[src/rtl/pipe_mux_skid.sv]
// -----------------------------------------------------------------------------
// pipe_mux_skid
//
// NUM_IN-way, WIDTH-bit selector feeding a registered valid/ready output stage
// with a one-entry skid buffer. Each accepted transfer selects one input. The
// result and an out-of-range flag are registered and held until the consumer
// takes them. This lets the selector sit on back-pressured paths such as
// operand forwarding into a stalled execute stage.
//
// Parameters
//   WIDTH      data width of each input and of the output
//   NUM_IN     number of inputs (>= 2)
//
// Ports
//   clk        rising-edge clock
//   rst_n      asynchronous active-low reset
//   in_data    flattened inputs, input i at bits [i*WIDTH +: WIDTH]
//   in_sel     select index
//   in_valid   producer offers a transfer
//   in_ready   block can accept (register output)
//   out_data   selected data (register output)
//   out_err    captured select was >= NUM_IN (register output)
//   out_valid  out_data/out_err hold a transfer (register output)
//   out_ready  consumer accepts
//   flush      synchronous discard of all held transfers
//   stat_cnt   saturating count of output fires (only with the macro below)
//
// Build option
//   PIPE_MUX_SKID_STAT_EN  when defined, adds the 16-bit stat_cnt output. The
//                          counter is cleared by reset and by flush.
// -----------------------------------------------------------------------------
module pipe_mux_skid #(
   parameter int WIDTH  = 32,
   parameter int NUM_IN = 4
) (
   input  logic                    clk,
   input  logic                    rst_n,
   input  logic [NUM_IN*WIDTH-1:0] in_data,
   input  logic [$clog2(NUM_IN)-1:0] in_sel,
   input  logic                    in_valid,
   output logic                    in_ready,
   output logic [WIDTH-1:0]        out_data,
   output logic                    out_err,
   output logic                    out_valid,
   input  logic                    out_ready,
   input  logic                    flush
`ifdef PIPE_MUX_SKID_STAT_EN
   ,
   output logic [15:0]             stat_cnt
`endif
);

   localparam int SEL_W = $clog2(NUM_IN);

   // EMPTY: nothing held. BUSY: main register holds a transfer.
   // FULL: main and skid registers both hold a transfer.
   typedef enum logic [1:0] {
      EMPTY = 2'd0,
      BUSY  = 2'd1,
      FULL  = 2'd2
   } state_t;

   state_t           state;
   logic [WIDTH-1:0] skid_data;
   logic             skid_err;

   logic [WIDTH-1:0] sel_data;
   logic             sel_err;
   logic             in_fire;
   logic             out_fire;

   assign in_fire  = in_valid & in_ready;
   assign out_fire = out_valid & out_ready;

   // The selector defaults to the last input and flags an error. Any
   // in-range index then overrides that default, which gives the legacy
   // default-to-last behaviour for indices >= NUM_IN.
   // NOTE: assign every always_comb output before any branch or loop. A path
   // that leaves a signal unassigned infers a latch.
   always_comb begin
      sel_data = in_data[(NUM_IN-1)*WIDTH +: WIDTH];
      sel_err  = 1'b1;
      for (int i = 0; i < NUM_IN; i++) begin
         if (in_sel == SEL_W'(i)) begin
            sel_data = in_data[i*WIDTH +: WIDTH];
            sel_err  = 1'b0;
         end
      end
   end

   // Control, output and skid registers share one process. Each transition
   // updates in_ready together with the state, so in_ready always equals
   // (state != FULL) and no output depends combinationally on an input.
   // NOTE: clocked state uses non-blocking assignments only. Every register
   // then samples its pre-edge value, whatever the order of the statements.
   // NOTE: the skid register is reset along with the main register. An
   // idle block therefore holds no stale data after reset.
   always_ff @(posedge clk or negedge rst_n) begin
      if (!rst_n) begin
         state     <= EMPTY;
         out_valid <= 1'b0;
         out_data  <= '0;
         out_err   <= 1'b0;
         skid_data <= '0;
         skid_err  <= 1'b0;
         in_ready  <= 1'b1;
      end else if (flush) begin
         // Flush wins over any fire in the same cycle. A transfer offered in
         // this cycle is dropped. The data registers keep stale values that
         // no consumer may look at while out_valid is low.
         state     <= EMPTY;
         out_valid <= 1'b0;
         in_ready  <= 1'b1;
      end else begin
         case (state)
            EMPTY: begin
               if (in_fire) begin
                  out_data  <= sel_data;
                  out_err   <= sel_err;
                  out_valid <= 1'b1;
                  state     <= BUSY;
               end
            end
            BUSY: begin
               if (in_fire && out_ready) begin
                  // Pass-through: the old transfer leaves and the new one
                  // replaces it in the same cycle.
                  out_data <= sel_data;
                  out_err  <= sel_err;
               end else if (in_fire) begin
                  // Consumer stalled: park the new transfer in the skid slot.
                  skid_data <= sel_data;
                  skid_err  <= sel_err;
                  state     <= FULL;
                  in_ready  <= 1'b0;
               end else if (out_ready) begin
                  out_valid <= 1'b0;
                  state     <= EMPTY;
               end
            end
            FULL: begin
               // in_ready is low here, so only the output side can move.
               if (out_ready) begin
                  out_data <= skid_data;
                  out_err  <= skid_err;
                  state    <= BUSY;
                  in_ready <= 1'b1;
               end
            end
            default: begin
               state     <= EMPTY;
               out_valid <= 1'b0;
               in_ready  <= 1'b1;
            end
         endcase
      end
   end

`ifdef PIPE_MUX_SKID_STAT_EN
   // Counts output fires. The count saturates rather than wraps, so a long
   // run never reads back as a small number.
   always_ff @(posedge clk or negedge rst_n) begin
      if (!rst_n) begin
         stat_cnt <= '0;
      end else if (flush) begin
         stat_cnt <= '0;
      end else if (out_fire && (stat_cnt != 16'hFFFF)) begin
         stat_cnt <= stat_cnt + 16'd1;
      end
   end
`endif

   // A stalled output must not change under the consumer.
   a_out_stable : assert property (@(posedge clk) disable iff (!rst_n)
      (out_valid && !out_ready && !flush) |=>
         (out_valid && $stable(out_data) && $stable(out_err)));

   // out_fire is used only by the counter and is otherwise unused.
   logic unused_ok;
   assign unused_ok = out_fire;

endmodule

[config.mk]
export PLATFORM = sky130hd
export DESIGN_NAME = pipe_mux_skid
export DESIGN_NICKNAME = d
export VERILOG_FILES = /design/src/rtl/pipe_mux_skid.sv
export SDC_FILE = /design/constraint.sdc
export NUM_CORES = 1
export LEC_CHECK = 0
export BUFFER_PORTS_ARGS = -buffer_cell sky130_fd_sc_hd__buf_2
export CELL_PAD_IN_SITES_DETAIL_PLACEMENT = 0
export CELL_PAD_IN_SITES_GLOBAL_PLACEMENT = 2
export CORE_UTILIZATION = 30
export DETAILED_ROUTE_END_ITERATION = 10
export HOLD_SLACK_MARGIN = 0.05
export PLACE_DENSITY = 0.95
export SETUP_SLACK_MARGIN = 0.4
export SLEW_MARGIN = 20
export SYNTH_ARGS = -nofsm -noshare
export SYNTH_HDL_FRONTEND = slang
export SYNTH_SLANG_ARGS = --single-unit
[constraint.sdc]
create_clock -name clk -period 4.45 [get_ports clk]
set_input_delay 0.2225 -clock clk [delete_from_list [all_inputs] [get_ports clk]]
set_output_delay 0.2225 -clock clk [all_outputs]
set_load 0.005 [all_outputs]
# Yosys cells after proc, flatten, opt, wreduce, memory -nomap -nowiden
# Cells that the tools add are included.
# Widths: inputs -> output; s select.
# classes
bitwise	3
reduce_logical	9
eq_ne	17
muxes	34
# op_table
op	n
$mux 32	7
$pmux 32 s3	1
$ne 3x3->1 const B	6
$mux 1	16
$mux 2	6
$reduce_and 4->1	3
$ne 2x2->1 const B	5
$reduce_and 5->1	2
$pmux 1 s3	3
$eq 2x2->1 const B	3
$pmux 2 s3	1
$eq 2x1->1 const B	2
$logic_not 2->1	2
$ne 4x4->1 const B	1
$reduce_bool 3->1	1
$not 1->1	2
$and 1x1->1	1
$logic_and 1x1->1	1
# word_totals
wordCells	70
in_bits	135
regBits	70

# Depth between registers and ports, before layout
# depth
depth_word	7
ltp_mapped	7

# Least setup slack after synthesis
# No wires, ideal clock.
# synth_timing
path_type	reg2reg
from	register in_ready
to	register out_data[0]
arrival_ns	1.368
synth_period_minus_slack_ns	1.503
t_required_ns	4.315
path_stages_with_launch	7
path_buffers	2
setup_slack_ns	2.947
cell_sequence	dfstp_2 > nand4bb_1 > a31o_2 > buf_6 > clkbuf_1 > nand2_1 > o31ai_1
# synth_between
elab_chain_cells	4
elab_cells_between_ends	5
# synth_lines
item	line_no	text
from (decl)	41	output logic in_ready,
from (signal assigned)	106	in_ready <= 1'b1;
from (signal assigned)	113	in_ready <= 1'b1;
from (signal assigned)	135	in_ready <= 1'b0;
$and 1x1->1 (*)	72	assign in_fire = in_valid & in_ready;
$logic_and 1x1->1	125	if (in_fire && out_ready) begin
$ne 2x2->1 (no line)	-	
$reduce_and 5->1 (no line) (*)	-	
to (signal assigned)	118	out_data <= sel_data;
to (signal assigned)	128	out_data <= sel_data;
to (signal assigned)	144	out_data <= skid_data;
to (decl)	42	output logic [WIDTH-1:0] out_data,
# Every way passes the cells marked *; elsewhere a longest branch is shown, timed or not.
# A chain may end at the register's enable or synchronous reset.

# Worst setup path after layout
# layout_timing
from	register state[0]
to	register out_data[21]
# layout_between
elab_chain_cells	3
elab_cells_between_ends	9
# layout_lines
item	line_no	text
from (decl)	63	state_t state;
from (signal assigned)	100	state <= EMPTY;
from (signal assigned)	111	state <= EMPTY;
from (signal assigned)	121	state <= BUSY;
$eq 2x1->1, or another cell as far along	115	case (state)
$ne 2x2->1 (no line) / $reduce_bool 3->1 (equally long branches)	-	
$reduce_and 5->1 (no line)	-	
# Parallel ways exist; a longest one is shown, timed or not.

==> results.md <==
- STA classifies the critical path startpoint as a flip-flop.
- The initial utilization of the core area, before any placement, comes to 0.312.
- Of the total power, the clock network draws 0.337.
- After detailed routing, the number of vias per cell comes to ~5.
- The total number of vias is around 3900.
- Counting every sink on the clock net gives 70.
- Of the available clock period, the critical path in the final layout requires 0.554.
- The largest individual stage delay along the critical path comes from the cell nand2b_2.
- The H-tree depth is 3.
- The global-route usage over all layers is 0.158.
- The cell count after placement is between 700 and 800.
- The register clock-pin slew on the reported worst setup and hold paths is around 50 ps.
- The final critical path time including I/O delays and setup is 2470 ps.
- The Yosys step of the flow raised 0 warnings.
- Global routing finished with a remaining overflow of 0.
- The number of I/O port buffers is around 170.
- 170 I/O pins were placed.
- The count of state elements after synthesis is 70.
- The switching share of power is 0.285.
- The arrival time at the worst endpoint is between 2000 and 3000 ps.
- The area growth from synthesis to layout is 28.6%.
- The tree is rooted in a clkbuf_16.
- In this run the power density over the cells is roughly 400 mW/mm^2.
- VDD sags by at most about 0.19 mV.
- The number of hold violations in the final report is 0.
- The average detailed-routed wire length per instance is about 14 um.
- For the pin with the worst max-slew slack, the measured transition is about 890 ps.
- The detailed-routing iteration count for the pre-antenna-repair pass is 6.
- The maximum clock frequency is 406 MHz.
- Summed over all nets, the switching power comes to 602 uW.
- The gate family responsible for the most delay along the worst path is simple AND/OR/NAND/NOR gates.
- In this run the horizontal extent of the chip is between 100 and 150 um.
- The worst slew margin relative to its limit is 0.402.
- The hold buffer count at cts is 0.
- The area enclosed by the die boundary is about 0.014 mm^2.
- Setup violations remaining at the end of the flow were counted as 0.
- The number of buffers between clock root and the deepest sink is 2.
- TritonCTS built the clock tree.
- The number of nets handed over by synthesis was 597.
- The first global-routing pass estimated about 18 mm of wire.
- The top cell types in the final layout, fill and taps aside, are 167 x buf_2, 69 x dfrtp_1, 68 x nand2_1.
- The share of layout cells above drive strength 1 is 0.379.
- The number of antenna violations at the first check in global routing is 0.
- The category of the worst setup path capture point is a flip-flop.
- For this block, the initial DRC count from the detailed router was 200.
- The number of buffers and inverters on the critical path is 0.
- In this run the static leakage power is approximately 0.0026 uW.
- In this run the mean area of a mapped cell was slightly above 9 um^2.
- The total area inside the core boundary comes to 0.0135 mm^2.
- The net count of the finished layout is between 700 and 800.
- Of the total power, combinational logic draws 0.236.
- The routed design has roughly 11 mm of wire.
- The diode insertion count for antenna repair is 0.
- For the worst-skew pair, the clock arrives at the later sink with an insertion delay of about 320 ps.
- Synthesis handed over a netlist of 462 instances.
- The largest net degree at the start of global routing is between 80 and 90.
- Routability-driven placement finished with a final weighted congestion of around 0.76.
- Once the clock tree was built, the setup fixing pass inserted 0 buffers.
- The count of distinct cell types in the synthesized netlist is 31.
- Across the run, the number of max-cap violations was 0.
- The number of cell rows is 42.
- The half-perimeter wire length of the detailed placement result is 7.68 mm.
- Setup repair after global routing left no endpoint under its margin.
- The run finished with clean final reports.
- The kind of path behind the tightest hold check is input port to async pin.
- On the worst path, the slowest cell contributes a delay of between 700 and 800 ps.
- In this run the worst path has a maximum fanout of 35.
- In the routed design, unresolved DRC markers number 0.
- The data required time of the critical path is about 4600 ps.
- Across the routed clock network, the largest skew measured is 3.09 ps.
- Walking the worst path, the cells encountered are nand2b_2 > nand2_2 > o22ai_1 > o31ai_2.
- Summed over all failing endpoints, the final setup total negative slack is 0 ps.
- The total CTS buffers is 9.
- The post-synthesis instance area is around 0.0042 mm^2.
- The count of instances resized after the clock tree is built is 0.
- The internal power consumption is about 1500 uW.
- The height of the die is 120 um.
- Counting the fill cells in the layout gives 1405.
- The final cell count without fillers is roughly 790.
- The start-to-end type of the worst setup path is flip-flop to flip-flop.
- The final number of max-transition violations is 0.
- Leaving out fill and tap cells, the most frequent cell in the layout is buf_2.
- Of the total power, registers draw 0.427.
- The via count of the first global-routing pass is 3871.
- For this run, the register share of the synthesized area comes to 0.418.
- Once detail routing completed, the nets flagged for antenna violations numbered 0.
[final cells by class]
type                            count  area, um^2  share of cell area
Clock buffer                       12         256              0.0475
Clock inverter                      4        45.0             0.00834
Multi-Input combinational cell    350        2240               0.415
Sequential cell                    70        1750               0.325
Tap cell                          176         220              0.0408
Timing Repair Buffer              173         885               0.164
[logic make-up after synthesis]
family                 share of synthesized area
AO/OA/AOI/OAI                              0.201
flip-flops                                 0.418
multiplexers                               0.162
AND/OR/NAND/NOR                            0.168
buffers and inverters                     0.0507
[state kept, by name (all words and copies together), names as in the netlist]
| name | count |
|---|---|
| out_data | 32 |
| skid_data | 32 |
| in_ready | 1 |
| out_err | 1 |
| skid_err | 1 |
| out_valid | 1 |
| state | 2 |
[routing by layer]
| metal | track usage | vias up | wire length [um] |
|---|---|---|---|
| met3 | 0.0387 | 7 | 715 |
| met4 | 0.0347 | 0 | 85 |
| met2 | 0.271 | 128 | 5300 |
| li1 | - | 1948 | - |
| met1 | 0.199 | 1825 | 5070 |
| met5 | 0 | - | 0 |
[synth_stat cells (all sizes together)]
master | count | share of area
nand2b | 3 | 0.0051
nand3 | 1 | 0.0012
mux2 | 32 | 0.086
nand2 | 69 | 0.062
nand4bb | 1 | 0.0027
clkbuf | 23 | 0.021
buf | 19 | 0.030
o21bai | 1 | 0.0018
dfstp | 1 | 0.0063
o21ai | 33 | 0.039
a21o | 1 | 0.0018
nor2 | 35 | 0.031
a31oi | 1 | 0.0015
o31ai | 33 | 0.065
a31o | 1 | 0.0021
and2 | 1 | 0.0015
nor3b | 17 | 0.030
mux2i | 32 | 0.076
nand3b | 3 | 0.0054
o22ai | 33 | 0.049
dfrtp | 69 | 0.41
a21oi | 34 | 0.041
nand4b | 1 | 0.0021
nor2b | 17 | 0.025
nand4 | 1 | 0.0015
[metrics by stage]
| step | utilization | area, um^2 | setup slack, ps | power, uW | hold slack [ps] |
|---|---|---|---|---|---|
| 6_report | 0.401 | 5400 | 1980 | 2110 | 23.2 |
| 4_1_cts | 0.400 | 5390 | 1860 | 2140 | 64.5 |
| 3_5_place_dp | 0.378 | 5080 | 1870 | 1420 | 414 |
| 3_3_place_gp | 0.378 | 5080 | 1670 | 1390 | 408 |
| 5_1_grt | 0.401 | 5400 | 1780 | 2250 | 118 |
| 2_1_floorplan | - | 4200 | 2950 | 1190 | -73.1 |
[power by group through the flow]
stage                     combinational [uW]  sequential (uW)  clock (uW)
after floorplan                          294              898           0
after global placement                   486              905           0
after detailed placement                 507              911           0
after CTS                                506              902         734
after global routing                     568              923         764
final                                    498              900         712
[worst paths after layout]
check	from	end	slack (ps)	depth (start not counted)
max reg2reg	state[0]$_DFFE_PN0P_	out_data[21]$_DFFE_PN0P_	1980	4
min	rst_n	out_data[2]$_DFFE_PN0P_	20	1
min in group clk	flush	out_valid$_DFFE_PN0P_	130	2
max	state[0]$_DFFE_PN0P_	out_data[21]$_DFFE_PN0P_	1980	4
min reg2reg	out_data[1]$_DFFE_PN0P_	out_data[1]$_DFFE_PN0P_	470	2
max in group asynchronous	rst_n	state[0]$_DFFE_PN0P_	3840	1
No activity file was read; power rests on OpenSTA's default activity.
